<file path="src/rtl/spi_xfer_sequencer.sv">
`default_nettype none
// ============================================================================
// Module   : spi_xfer_sequencer
// Brief    : Drives a Wishbone SPI master core for an I2C slave bridge.
//            Consumes framed command bytes and programs, polls and reads
//            the SPI core for each byte. Every MISO byte is returned as a
//            response stream. Owns cs_n so a whole frame (or a chain of
//            frames) forms one uninterrupted SPI transaction.
// Revision : 1.0 - initial release
// ============================================================================
module spi_xfer_sequencer #(
  parameter logic [7:0] SPCR_INIT   = 8'h50,
  parameter logic [7:0] SPER_INIT   = 8'h00,
  parameter int         ACK_TIMEOUT = 255
) (
  input  logic       i2c_wb_clk_i,
  input  logic       i2c_wb_rst_i,
  input  logic [7:0] rx_data,
  input  logic       rx_valid,
  output logic       rx_ready,
  output logic [7:0] tx_data,
  output logic       tx_valid,
  input  logic       tx_ready,
  output logic [1:0] wb_adr_o,
  output logic [7:0] wb_dat_o,
  input  logic [7:0] wb_dat_i,
  output logic       wb_we_o,
  output logic       wb_cyc_o,
  output logic       wb_stb_o,
  input  logic       wb_ack_i,
  output logic       cs_n,
  output logic       busy,
  output logic       err
);

  localparam logic [3:0] S_CFG0 = 4'd0;
  localparam logic [3:0] S_CFG1 = 4'd1;
  localparam logic [3:0] S_IDLE = 4'd2;
  localparam logic [3:0] S_GETB = 4'd3;
  localparam logic [3:0] S_WRDR = 4'd4;
  localparam logic [3:0] S_POLL = 4'd5;
  localparam logic [3:0] S_CLRF = 4'd6;
  localparam logic [3:0] S_RDDR = 4'd7;
  localparam logic [3:0] S_PUSH = 4'd8;
  localparam logic [3:0] S_ENDF = 4'd9;

  localparam logic [1:0] A_SPCR = 2'd0;
  localparam logic [1:0] A_SPSR = 2'd1;
  localparam logic [1:0] A_SPDR = 2'd2;
  localparam logic [1:0] A_SPER = 2'd3;

  // Last timer value before giving up; strobe stays up ACK_TIMEOUT cycles.
  localparam logic [7:0] TMO_LAST = 8'(ACK_TIMEOUT - 1);

  logic [3:0] state_q, state_d;
  logic       stb_q,   stb_d;
  logic [1:0] adr_q,   adr_d;
  logic [7:0] dat_q,   dat_d;
  logic       we_q,    we_d;
  logic [7:0] tmr_q,   tmr_d;
  logic [3:0] cnt_q,   cnt_d;
  logic       hold_q,  hold_d;
  logic [7:0] txd_q,   txd_d;
  logic       cs_n_q,  cs_n_d;
  logic       err_q,   err_d;

  logic bus_state;
  logic ack_ev;
  logic tmo_ev;

  // States that own a Wishbone access; a strobe is (re)issued whenever idle.
  always_comb begin
    bus_state = (state_q == S_CFG0) || (state_q == S_CFG1) || (state_q == S_WRDR) ||
                (state_q == S_POLL) || (state_q == S_CLRF) || (state_q == S_RDDR);
    ack_ev    = stb_q & wb_ack_i;
    tmo_ev    = stb_q & ~wb_ack_i & (tmr_q == TMO_LAST);
  end

  // Next-state logic: issue access, retire on ack, abort on timeout, frame flow.
  always_comb begin
    state_d = state_q;
    stb_d   = stb_q;
    adr_d   = adr_q;
    dat_d   = dat_q;
    we_d    = we_q;
    tmr_d   = tmr_q;
    cnt_d   = cnt_q;
    hold_d  = hold_q;
    txd_d   = txd_q;
    cs_n_d  = cs_n_q;
    err_d   = err_q;

    if (bus_state && !stb_q) begin
      stb_d = 1'b1;
      tmr_d = 8'd0;
      case (state_q)
        S_CFG0:  begin adr_d = A_SPCR; dat_d = SPCR_INIT; we_d = 1'b1; end
        S_CFG1:  begin adr_d = A_SPER; dat_d = SPER_INIT; we_d = 1'b1; end
        S_WRDR:  begin adr_d = A_SPDR; we_d = 1'b1; end
        S_POLL:  begin adr_d = A_SPSR; we_d = 1'b0; end
        S_CLRF:  begin adr_d = A_SPSR; dat_d = 8'h80; we_d = 1'b1; end
        S_RDDR:  begin adr_d = A_SPDR; we_d = 1'b0; end
        default: ;
      endcase
    end else if (tmo_ev) begin
      // Unresponsive core: release the slave and park, remembering the fault.
      stb_d   = 1'b0;
      err_d   = 1'b1;
      cs_n_d  = 1'b1;
      state_d = S_IDLE;
    end else if (ack_ev) begin
      stb_d = 1'b0;
      case (state_q)
        S_CFG0:  state_d = S_CFG1;
        S_CFG1:  state_d = S_IDLE;
        S_WRDR:  state_d = S_POLL;
        S_POLL:  if (wb_dat_i[7]) state_d = S_CLRF;
        S_CLRF:  state_d = S_RDDR;
        S_RDDR:  begin txd_d = wb_dat_i; state_d = S_PUSH; end
        default: ;
      endcase
    end else if (stb_q) begin
      tmr_d = tmr_q + 8'd1;
    end else begin
      case (state_q)
        S_IDLE: if (rx_valid) begin
          cnt_d   = rx_data[3:0];
          hold_d  = rx_data[7];
          state_d = S_GETB;
        end
        S_GETB: if (rx_valid) begin
          // Start the SPDR write right away to save a cycle per byte.
          dat_d   = rx_data;
          adr_d   = A_SPDR;
          we_d    = 1'b1;
          stb_d   = 1'b1;
          tmr_d   = 8'd0;
          cs_n_d  = 1'b0;
          state_d = S_WRDR;
        end
        S_PUSH: if (tx_ready) begin
          if (cnt_q == 4'd0) begin
            state_d = S_ENDF;
          end else begin
            cnt_d   = cnt_q - 4'd1;
            state_d = S_GETB;
          end
        end
        S_ENDF: begin
          cs_n_d  = ~hold_q;
          state_d = S_IDLE;
        end
        default: ;
      endcase
    end
  end

  // State and output registers with synchronous reset.
  always_ff @(posedge i2c_wb_clk_i) begin
    if (i2c_wb_rst_i) begin
      state_q <= S_CFG0;
      stb_q   <= 1'b0;
      adr_q   <= 2'd0;
      dat_q   <= 8'd0;
      we_q    <= 1'b0;
      tmr_q   <= 8'd0;
      cnt_q   <= 4'd0;
      hold_q  <= 1'b0;
      txd_q   <= 8'd0;
      cs_n_q  <= 1'b1;
      err_q   <= 1'b0;
    end else begin
      state_q <= state_d;
      stb_q   <= stb_d;
      adr_q   <= adr_d;
      dat_q   <= dat_d;
      we_q    <= we_d;
      tmr_q   <= tmr_d;
      cnt_q   <= cnt_d;
      hold_q  <= hold_d;
      txd_q   <= txd_d;
      cs_n_q  <= cs_n_d;
      err_q   <= err_d;
    end
  end

  assign rx_ready = (state_q == S_IDLE) || (state_q == S_GETB);
  assign tx_valid = (state_q == S_PUSH);
  assign tx_data  = txd_q;
  assign busy     = (state_q != S_IDLE);
  assign wb_cyc_o = stb_q;
  assign wb_stb_o = stb_q;
  assign wb_adr_o = adr_q;
  assign wb_dat_o = dat_q;
  assign wb_we_o  = we_q;
  assign cs_n     = cs_n_q;
  assign err      = err_q;

endmodule
`default_nettype wire

</file>
<file path="config.mk">
export PLATFORM = sky130hd
export DESIGN_NAME = spi_xfer_sequencer
export DESIGN_NICKNAME = d
export VERILOG_FILES = /design/src/rtl/spi_xfer_sequencer.sv
export SDC_FILE = /design/constraint.sdc
export NUM_CORES = 1
export LEC_CHECK = 0
export CORE_MARGIN = 8
export CORE_UTILIZATION = 52
export CTS_BUF_LIST = sky130_fd_sc_hd__clkbuf_8
export DETAILED_ROUTE_END_ITERATION = 8
export PLACE_DENSITY = 0.82
export SETUP_SLACK_MARGIN = 0.2
export SYNTH_ARGS = -nofsm -noshare
export SYNTH_HDL_FRONTEND = slang
export SYNTH_SLANG_ARGS = --single-unit
</file>
<file path="constraint.sdc">
create_clock -name i2c_wb_clk_i -period 2.4 [get_ports i2c_wb_clk_i]
set_clock_uncertainty 0.05 [all_clocks]
set_input_delay 0.48 -clock i2c_wb_clk_i [delete_from_list [all_inputs] [get_ports i2c_wb_clk_i]]
set_output_delay 0.48 -clock i2c_wb_clk_i [all_outputs]
set_load 0.02 [all_outputs]
</file>
# Yosys cells after proc, flatten, opt, wreduce, memory -nomap -nowiden

Cells that the tools add are included.
Widths: inputs -> output; s select.

Add/sub/neg operators: 2
Equality and inequality tests: 29
Mux-type cells: 49
Bitwise gates (word level): 9
Reductions and logical operators: 32

Operators with widths:

| operator            | count |
|---|---|
| $mux 8              | 9 |
| $mux 4              | 11 |
| $pmux 4 s6          | 1 |
| $pmux 8 s3          | 1 |
| $reduce_and 6->1    | 4 |
| $eq 4x3->1 const B  | 4 |
| $mux 1              | 16 |
| $ne 4x4->1 const B  | 4 |
| $pmux 4 s4          | 1 |
| $reduce_and 8->1    | 2 |
| $mux 2              | 6 |
| $ne 2x1->1 const B  | 6 |
| $reduce_bool 2->1   | 5 |
| $add 8x1->8 const B | 1 |
| $eq 4x2->1 const B  | 2 |
| $eq 4x4->1 const B  | 2 |
| $eq 8x8->1 const B  | 1 |
| $logic_not 4->1     | 2 |
| $ne 8x1->1 const B  | 1 |
| $pmux 2 s4          | 1 |
| $pmux 4 s2          | 1 |
| $reduce_and 4->1    | 2 |
| $reduce_or 2->1     | 4 |
| $logic_or 1x1->1    | 6 |
| 18 further kinds    | 28 |

Register bits: 39
Output and inout port bits: 26
Word-level logic and storage cells: 132

# Logic depth before layout (Yosys ltp)

Gate-level depths: netlist (run 1).

Depth after elaboration: 9
Depth in mapped cells: 8
Mapped depth without buffers: 7

# Worst setup path after synthesis (run 1)

OpenSTA, ideal clock, no wires.

Path kind: reg-to-reg
Start point: register tmr_q[0]
End point: register cs_n_q, in the netlist cs_n
Library setup time: 0.114 ns
Data arrival time: 1.621 ns
Required time: 2.236 ns
Path slack: 0.615 ns
Cell stages (with the launch flop): 8
Buffers on the path: 1
Clock period less this slack: 1.785 ns
Cells stage by stage: dfxtp_1 > inv_1 > ha_1 > and3_1 > and3_1 > buf_2 > or3_1 > a21o_1

Cells in the longest elaborated chain, start to end: 4
Elaborated cells on any way between the ends: 8
Classes of those cells: 4 x eq/ne; 1 x mux; 1 x bitwise; 2 x reduce/logical

RTL lines:

| item                                                      | RTL line | text |
|---|---|---|
| from (decl)                                               | 60       | `logic [7:0] tmr_q, tmr_d;` |
| from (signal assigned)                                    | 178      | `tmr_q <= tmr_d;` |
| $eq 8x8->1 *                                              | 76       | `tmo_ev = stb_q & ~wb_ack_i & (tmr_q == TMO_LAST);` |
| $and 1x1->1 *                                             | 76       |  |
| $ne 3x3->1 (no source line), or another cell as far along | -        |  |
| $reduce_and 5->1 (no source line)                         | -        |  |
| to (signal assigned)                                      | 182      | `cs_n_q <= cs_n_d;` |
| to (decl)                                                 | 64       | `logic cs_n_q, cs_n_d;` |

Every way passes the cells marked *; elsewhere a longest branch is shown, timed or not.
A chain may end at the register's enable or synchronous reset.

# Worst setup path in the final report (run 1)

Start point: register state_q[0]
End point: output tx_valid

Cells in the longest elaborated chain, start to end: 1

RTL lines:

| item                   | RTL line | text |
|---|---|---|
| from (decl)            | 55       | `logic [3:0] state_q, state_d;` |
| from (signal assigned) | 173      | `state_q <= state_d;` |
| $eq 4x4->1             | 188      | `assign tx_valid = (state_q == S_PUSH);` |
| to (decl)              | 22       | `output logic tx_valid,` |

Every way passes these cells.

==> results of run 1 <==
-- cells in the final DEF, fill, tap and decap left out, types with 3 or more instances in the layout --
cell,count
o21a_1,3
inv_1,6
clkdlybuf4s50_1,43
xor2_1,3
or3_1,4
nand3_1,13
o21ai_0,8
a21oi_1,20
ha_1,4
clkbuf_8,6
dfxtp_1,39
nand2_1,20
buf_4,14
nor3_1,5
mux2i_1,9
nand2b_1,5
and2_1,4
a211oi_1,6
nor4_2,3
xnor2_1,5
nor2_1,35
-- cell type report --
| type | instances | area [µm²] |
|---|---|---|
| multi-input combinational | 188 | 1180 |
| fill | 336 | 1180 |
| sequential | 39 | 781 |
| timing repair buffer | 60 | 563 |
| clock buffer | 6 | 82.6 |
| tap | 50 | 62.6 |
| clock inverter | 2 | 35.0 |
| inverter | 7 | 31.3 |
-- registers in the layout, indices dropped and copies added, names as in the netlist --
register,count
tmr_q,8
tx_data,8
wb_dat_o,8
cnt_q,4
state_q,4
wb_adr_o,2
cs_n,1
err,1
hold_q,1
wb_cyc_o,1
wb_we_o,1
-- final timing paths --
| check | to | slack [ns] | start |
|---|---|---|---|
| setup / recovery | tx_valid | 0.26 | state_q[0]$_SDFFE_PP0P_ |
| hold / removal | wb_dat_o[2]$_SDFFE_PP0P_ | 0.41 | wb_dat_o[2]$_SDFFE_PP0P_ |
| setup reg to reg | tmr_q[4]$_SDFFE_PP0P_ | 0.42 | tmr_q[0]$_SDFFE_PP0P_ |
| hold reg to reg | wb_dat_o[2]$_SDFFE_PP0P_ | 0.41 | wb_dat_o[2]$_SDFFE_PP0P_ |
-- per-layer routing --
layer | global-route usage | vias up | wire, µm
met5 | 0 | - | 0
met4 | 0.0796 | 0 | 95
met3 | 0.0666 | 9 | 413
met2 | 0.314 | 65 | 2740
met1 | 0.202 | 941 | 2230
li1 | - | 990 | -
-- cells by family after synthesis --
family,synth area share
flops,0.378
fa+ha+maj,0.0243
simple gates,0.278
mux,0.0437
compound gates,0.189
buf+inv,0.0528
xor+xnor,0.0340
-- per-stage QoR --
stage          cells  hold WS [ns]  power [µW]  instance area, µm²
2_1_floorplan    250         0.395        1240                2060
3_3_place_gp     344         0.393        1510                2620
6_report         352         0.415        2080                2740
3_5_place_dp     344         0.402        1530                2620
4_1_cts          352         0.419        2090                2740
5_1_grt          352         0.439        2210                2740
-- timing repair --
item	4_1_cts	5_1_grt
setup endpoints to repair	3	1
resized for setup	4	1
hold buffers	0	0
-- worst reg2reg max path: cells and delay by family, from the launching register on --
| kind | cells | cell delay, ns |
|---|---|---|
| xor gates and xnor gates | 1 | 0.16 |
| adders and majority gates | 1 | 0.19 |
| buffers and inverters | 2 | 0.27 |
| DFF | 1 | 0.38 |
| and+or+nand+nor | 4 | 0.81 |
-- power groups by stage --
stage                     Clock, µW  Sequential (µW)  Combinational, µW
final                           570              752                761
after global routing            615              764                827
after CTS                       582              753                759
after detailed placement          0              769                760
after global placement            0              766                743
after floorplan                   0              816                424
==> key figures, run 1 <==
CTS
  • Root Buffer: clkbuf_8
  • Clk_lat worst skew: 0.30 ns
  • TritonCTS Buffers: 5
  • H-tree depth: 2
  • CTS tree: yes
  • Sink Count: 39
  • Setup repair bufs after CTS: 0
  • CTS Buffer Depth: 2
  • Clk slew on worst S/H paths: 0.08 ns

Pwr
  • Psw: 709 µW
  • Net Sw Frac: 0.340
  • Seq pwr share: 0.361
  • Internal: 1370 µW
  • Clock network fraction of design power: 0.274
  • Pwr Density: 761 mW/mm²
  • Static Leak: 0.000977 µW
  • Comb pwr share: 0.365
  • Peak VDD IR: 0.512 mV

Synthesis
  • Top cell type's share of synthesized area: 0.378
  • Most common cell in the netlist: dfxtp_1
  • Syn Inst Count: 250
  • Yosys reg bits: 39
  • Yosys cell types: 56
  • Ys async rst share: 0
  • Number of synthesized flops with an enable pin: 0
  • Most common library cells after synthesis: dfxtp_1, nor2_1, a21oi_1, nand2_1, nand3_1
  • Main area contributors after synthesis: dfxtp_1, nor2_1, a21oi_1, mux2i_1, nand2_1
  • Synthesized area: 0.00206 mm²
  • Sequential area share after synthesis: 0.378
  • Post-Syn Nets: 275
  • Synth warnings: 0
  • Most used DFF post-synth: dfxtp_1
  • Area leader, netlist: dfxtp_1
  • Syn avg cell area: 8.25 µm²

STA
  • Fin crit share: 0.890
  • Worst slew pin tran: 0.596 ns
  • RSZ-0062 raised after global routing: false
  • Fmax achieved: 468 MHz
  • Hold Fails Final Rpt: 0
  • Min Tclk post-route: 2.14 ns
  • Final setup TNS: 0 ns
  • Final setup margin: 0.264 ns
  • Final setup violating endpoints: 0
  • Final Max Slew Viols: 0
  • Max-slew headroom: 0.597

Drt
  • Routed wire length: 5480 µm
  • DR WL/cell: 15.6 µm
  • Drt first-iter violations: 158
  • DR vias: 2005
  • DR pass1 iterations: 4
  • DR vias/cell: 5.70
  • Final ANT Viol Nets: 0
  • DRC Markers: 0

Flow run
  • Max Cap Violations: 0

Setup path
  • Crit path cell chain: or4b_1, clkinv_4, clkdlybuf4s15_1
  • Number of cells on the critical path: 3
  • Worst path slowest cell: or4b_1
  • Worst setup EP type: primary output
  • Element type at the critical path start: flip-flop
  • Top delay family on crit path: simple AND/OR/NAND/NOR gates
  • Worst-path maximum fanout: 5
  • Critical Path RT: 1.87 ns
  • Critical Path AT: 1.61 ns
  • Bufs and invs on worst path: 2
  • Worst path max stage delay: 0.59 ns
  • Reg2Reg Depth: 8
  • WS Path Type: reg -> out

Place
  • RD Place Congestion: 0.887
  • Post-DP HPWL: 4130 µm
  • Post-Place Setup Slack: 0.114 ns
  • PortBufs: 46

Floorplan
  • Die area: 0.00624 mm²
  • Core Footprint: 0.00391 mm²
  • Die span in y: 79.0 µm
  • Cell Rows: 23
  • Initial core utilization: 0.527
  • Die width: 79.0 µm
  • Top-Level Pins: 47

Global routing
  • GR Overflow Total: 0
  • Tot GR Track Use: 0.185
  • First-pass GRT wire length: 9280 µm
  • Pin count of the biggest net entering global routing: 25
  • Vias in the first global route: 2036
  • Initial antenna violation count: 0

Final layout
  • Nets: 326
  • P&R area growth vs syn: 32.7%
  • Final core occ: 0.699
  • Layout cells sized above 1: 0.123
  • Diodes inserted: 0

Min path
  • Hold WC Path Type: reg -> reg
  • Worst Hold Depth: 2

Run status
  • Status: finished clean
Note: power is estimated with default switching activity, not from simulation.
==> run 2: changes to the inputs <==
--- a/config.mk
+++ b/config.mk
@@ -5,11 +5,13 @@
 export SDC_FILE = /design/constraint.sdc
 export NUM_CORES = 1
 export LEC_CHECK = 0
+export CELL_PAD_IN_SITES_DETAIL_PLACEMENT = 1
+export CELL_PAD_IN_SITES_GLOBAL_PLACEMENT = 1
 export CORE_MARGIN = 8
-export CORE_UTILIZATION = 52
+export CORE_UTILIZATION = 38
 export CTS_BUF_LIST = sky130_fd_sc_hd__clkbuf_8
 export DETAILED_ROUTE_END_ITERATION = 8
-export PLACE_DENSITY = 0.82
+export PLACE_DENSITY_LB_ADDON = 0.1
 export SETUP_SLACK_MARGIN = 0.2
 export SYNTH_ARGS = -nofsm -noshare
 export SYNTH_HDL_FRONTEND = slang
==> run 2 against run 1 <==
Compared with the run above:
- count of clock-buffer cells in the layout decreased by 1
- global-route usage decreased by 2.0 points
- clock power decreased by 18%
- non-clock buffer count unchanged
- fmax decreased by 0.65%
- final area increased by 0.50%
==> key figures, run 2 (synthesis gave the netlist of run 1 again) <==
Run status
  • Status: finished clean

Final layout
  • Commonest non-fill, non-tap cells in the layout: clkdlybuf4s50_1, dfxtp_1, nor2_1
  • Diodes inserted: 0 (unchanged)
  • Layout cells sized above 1: 0.129 (+0.00662)
  • P&R area growth vs syn: 33.4%
  • Commonest non-fill, non-tap cell in the layout: clkdlybuf4s50_1
  • Filler instances: 658 (+96%)
  • Nets: 326 (unchanged)

CTS
  • Clk_lat worst skew: 0.30 ns (about the same)
  • Root Buffer: clkbuf_8
  • Sink Count: 39 (unchanged)
  • Clk slew on worst S/H paths: 0.08 ns (about the same)
  • TritonCTS Buffers: 5 (unchanged)
  • H-tree depth: 2 (unchanged)
  • # hold bufs at CTS: 0 (unchanged)
  • CTS Buffer Depth: 2 (unchanged)
  • CTS tree: yes
  • Setup repair bufs after CTS: 0 (unchanged)

Global routing
  • Initial antenna violation count: 0 (unchanged)
  • Tot GR Track Use: 0.165 (-0.0197)
  • GR Overflow Total: 0 (unchanged)
  • Pin count of the biggest net entering global routing: 23 (-8.0%)
  • First-pass GRT wire length: 10100 µm (+9.2%)
  • Vias in the first global route: 2042 (+0.29%)

STA
  • Final Max Slew Viols: 0 (unchanged)
  • Worst slew pin tran: 0.600 ns (+0.00425 ns)
  • Final setup violating endpoints: 0 (unchanged)
  • Fmax achieved: 465 MHz (-0.65%)
  • Final setup margin: 0.250 ns (-0.0140 ns)
  • Fin crit share: 0.896 (+0.00581)
  • Hold Fails Final Rpt: 0 (unchanged)
  • RSZ-0062 raised after global routing: false
  • Final setup TNS: 0 ns (unchanged)
  • Min Tclk post-route: 2.15 ns (+0.0140 ns)
  • Max-slew headroom: 0.595 (-0.00287)

Setup path
  • WS Path Type: reg -> out
  • Critical Path AT: 1.62 ns (about the same)
  • Worst path max stage delay: 0.52 ns (-0.07 ns)
  • Worst setup EP type: primary output
  • Crit path cell chain: or4b_4, clkinv_4, clkdlybuf4s15_1
  • Critical Path RT: 1.87 ns (about the same)
  • Worst-path maximum fanout: 5 (unchanged)
  • Top delay family on crit path: simple AND/OR/NAND/NOR gates
  • Element type at the critical path start: flip-flop
  • Worst path slowest cell: or4b_4
  • Bufs and invs on worst path: 2 (unchanged)

Drt
  • Drt first-iter violations: 72 (-54%)
  • DR pass1 iterations: 5 (+1)
  • DRC Markers: 0 (unchanged)
  • Routed wire length: 6090 µm (+11%)
  • DR vias: 1997 (-0.40%)
  • DR WL/cell: 16.3 µm (+4.7%)
  • Final ANT Viol Nets: 0 (unchanged)
  • DR vias/cell: 5.34 (-6.3%)

Floorplan
  • Core Footprint: 0.00537 mm² (+37%)
  • Cell Rows: 27 (+17%)
  • Die width: 89.7 µm (+14%)
  • Die span in y: 89.7 µm (+14%)
  • Die area: 0.00804 mm² (+29%)
  • Top-Level Pins: 47 (unchanged)
  • Initial core utilization: 0.384 (-0.143)

Pwr
  • Pwr Density: 722 mW/mm² (-5.1%)
  • Peak VDD IR: 0.368 mV (-28%)
  • Comb pwr share: 0.383 (+0.018)
  • Psw: 743 µW (+4.8%)
  • Seq pwr share: 0.383 (+0.022)
  • Net Sw Frac: 0.374 (+0.0335)
  • Static Leak: 0.000961 µW (-1.6%)
  • Internal: 1240 µW (-9.4%)
  • Clock network fraction of design power: 0.234 (-0.040)

Flow run
  • Max Cap Violations: 0 (unchanged)

Min path
  • Hold WC Path Type: reg -> reg

Place
  • RD Place Congestion: 0.822 (-7.2%)
  • PortBufs: 46 (unchanged)
  • Post-DP HPWL: 4650 µm (+13%)
  • Post-Place Setup Slack: 0.0341 ns (-0.0798 ns)
==> run 2: timing repair <==
action | CTS | global route
hold endpoints to repair | 0 | 0
setup endpoints to repair | 3 | 1
gates resized for setup | 7 | 1
==> run 2: power groups by stage <==
stage / Sequential (µW) / Clock (µW) / Combinational [µW]
6_report: 760 / 465 / 762
2_1_floorplan: 816 / 0 / 424
3_3_place_gp: 772 / 0 / 753
5_1_grt: 770 / 512 / 841
3_5_place_dp: 775 / 0 / 767
4_1_cts: 761 / 488 / 771
==> run 2: worst reg2reg max path, stage by stage, from the launching register on <==
cell and delay, ns:
dfxtp_1 0.60, nor2b_2 0.38, and3_1 0.29, o221ai_1 0.19
nor2_1 0.25, a311oi_1 0.12
==> run 2: per-stage QoR <==
stage / utilization / hold slack, ns / cells / instance area [µm²] / power [µW]
after global placement: 0.493 / 0.394 / 366 / 2650 / 1520
after global routing: 0.512 / 0.446 / 374 / 2750 / 2120
after CTS: 0.512 / 0.421 / 374 / 2750 / 2020
after floorplan: - / 0.395 / 250 / 2060 / 1240
after detailed placement: 0.493 / 0.408 / 366 / 2650 / 1540
final: 0.512 / 0.421 / 374 / 2750 / 1990
==> run 2: final timing paths <==
kind                       startpoint                       end  slack [ns]  depth (start not counted)
max           state_q[3]$_SDFFE_PP0P_                  tx_valid        0.25                          3
min          wb_dat_o[2]$_SDFFE_PP0P_  wb_dat_o[2]$_SDFFE_PP0P_        0.42                          2
max reg2reg       wb_cyc_o$_SDFF_PP0_   state_q[1]$_SDFFE_PP0P_        0.41                          5
min reg2reg  wb_dat_o[2]$_SDFFE_PP0P_  wb_dat_o[2]$_SDFFE_PP0P_        0.42                          2
==> run 2: area by class of cell <==
class | instances | area, µm² | share of cell area
clock buffer | 5 | 68.8 | 0.0250
clock inverter | 3 | 23.8 | 0.00864
inverter | 7 | 31.3 | 0.0114
multi-input combinational | 188 | 1190 | 0.434
sequential | 39 | 781 | 0.284
tap | 72 | 90.1 | 0.0327
timing repair buffer | 60 | 563 | 0.205
==> run 2: routing by layer <==
metal	share of wire	global-route usage	up-vias
met4	0.012	0.0634	0
li1	-	-	988
met1	0.47	0.202	965
met2	0.46	0.260	39
met3	0.061	0.0555	5
met5	0	0	-
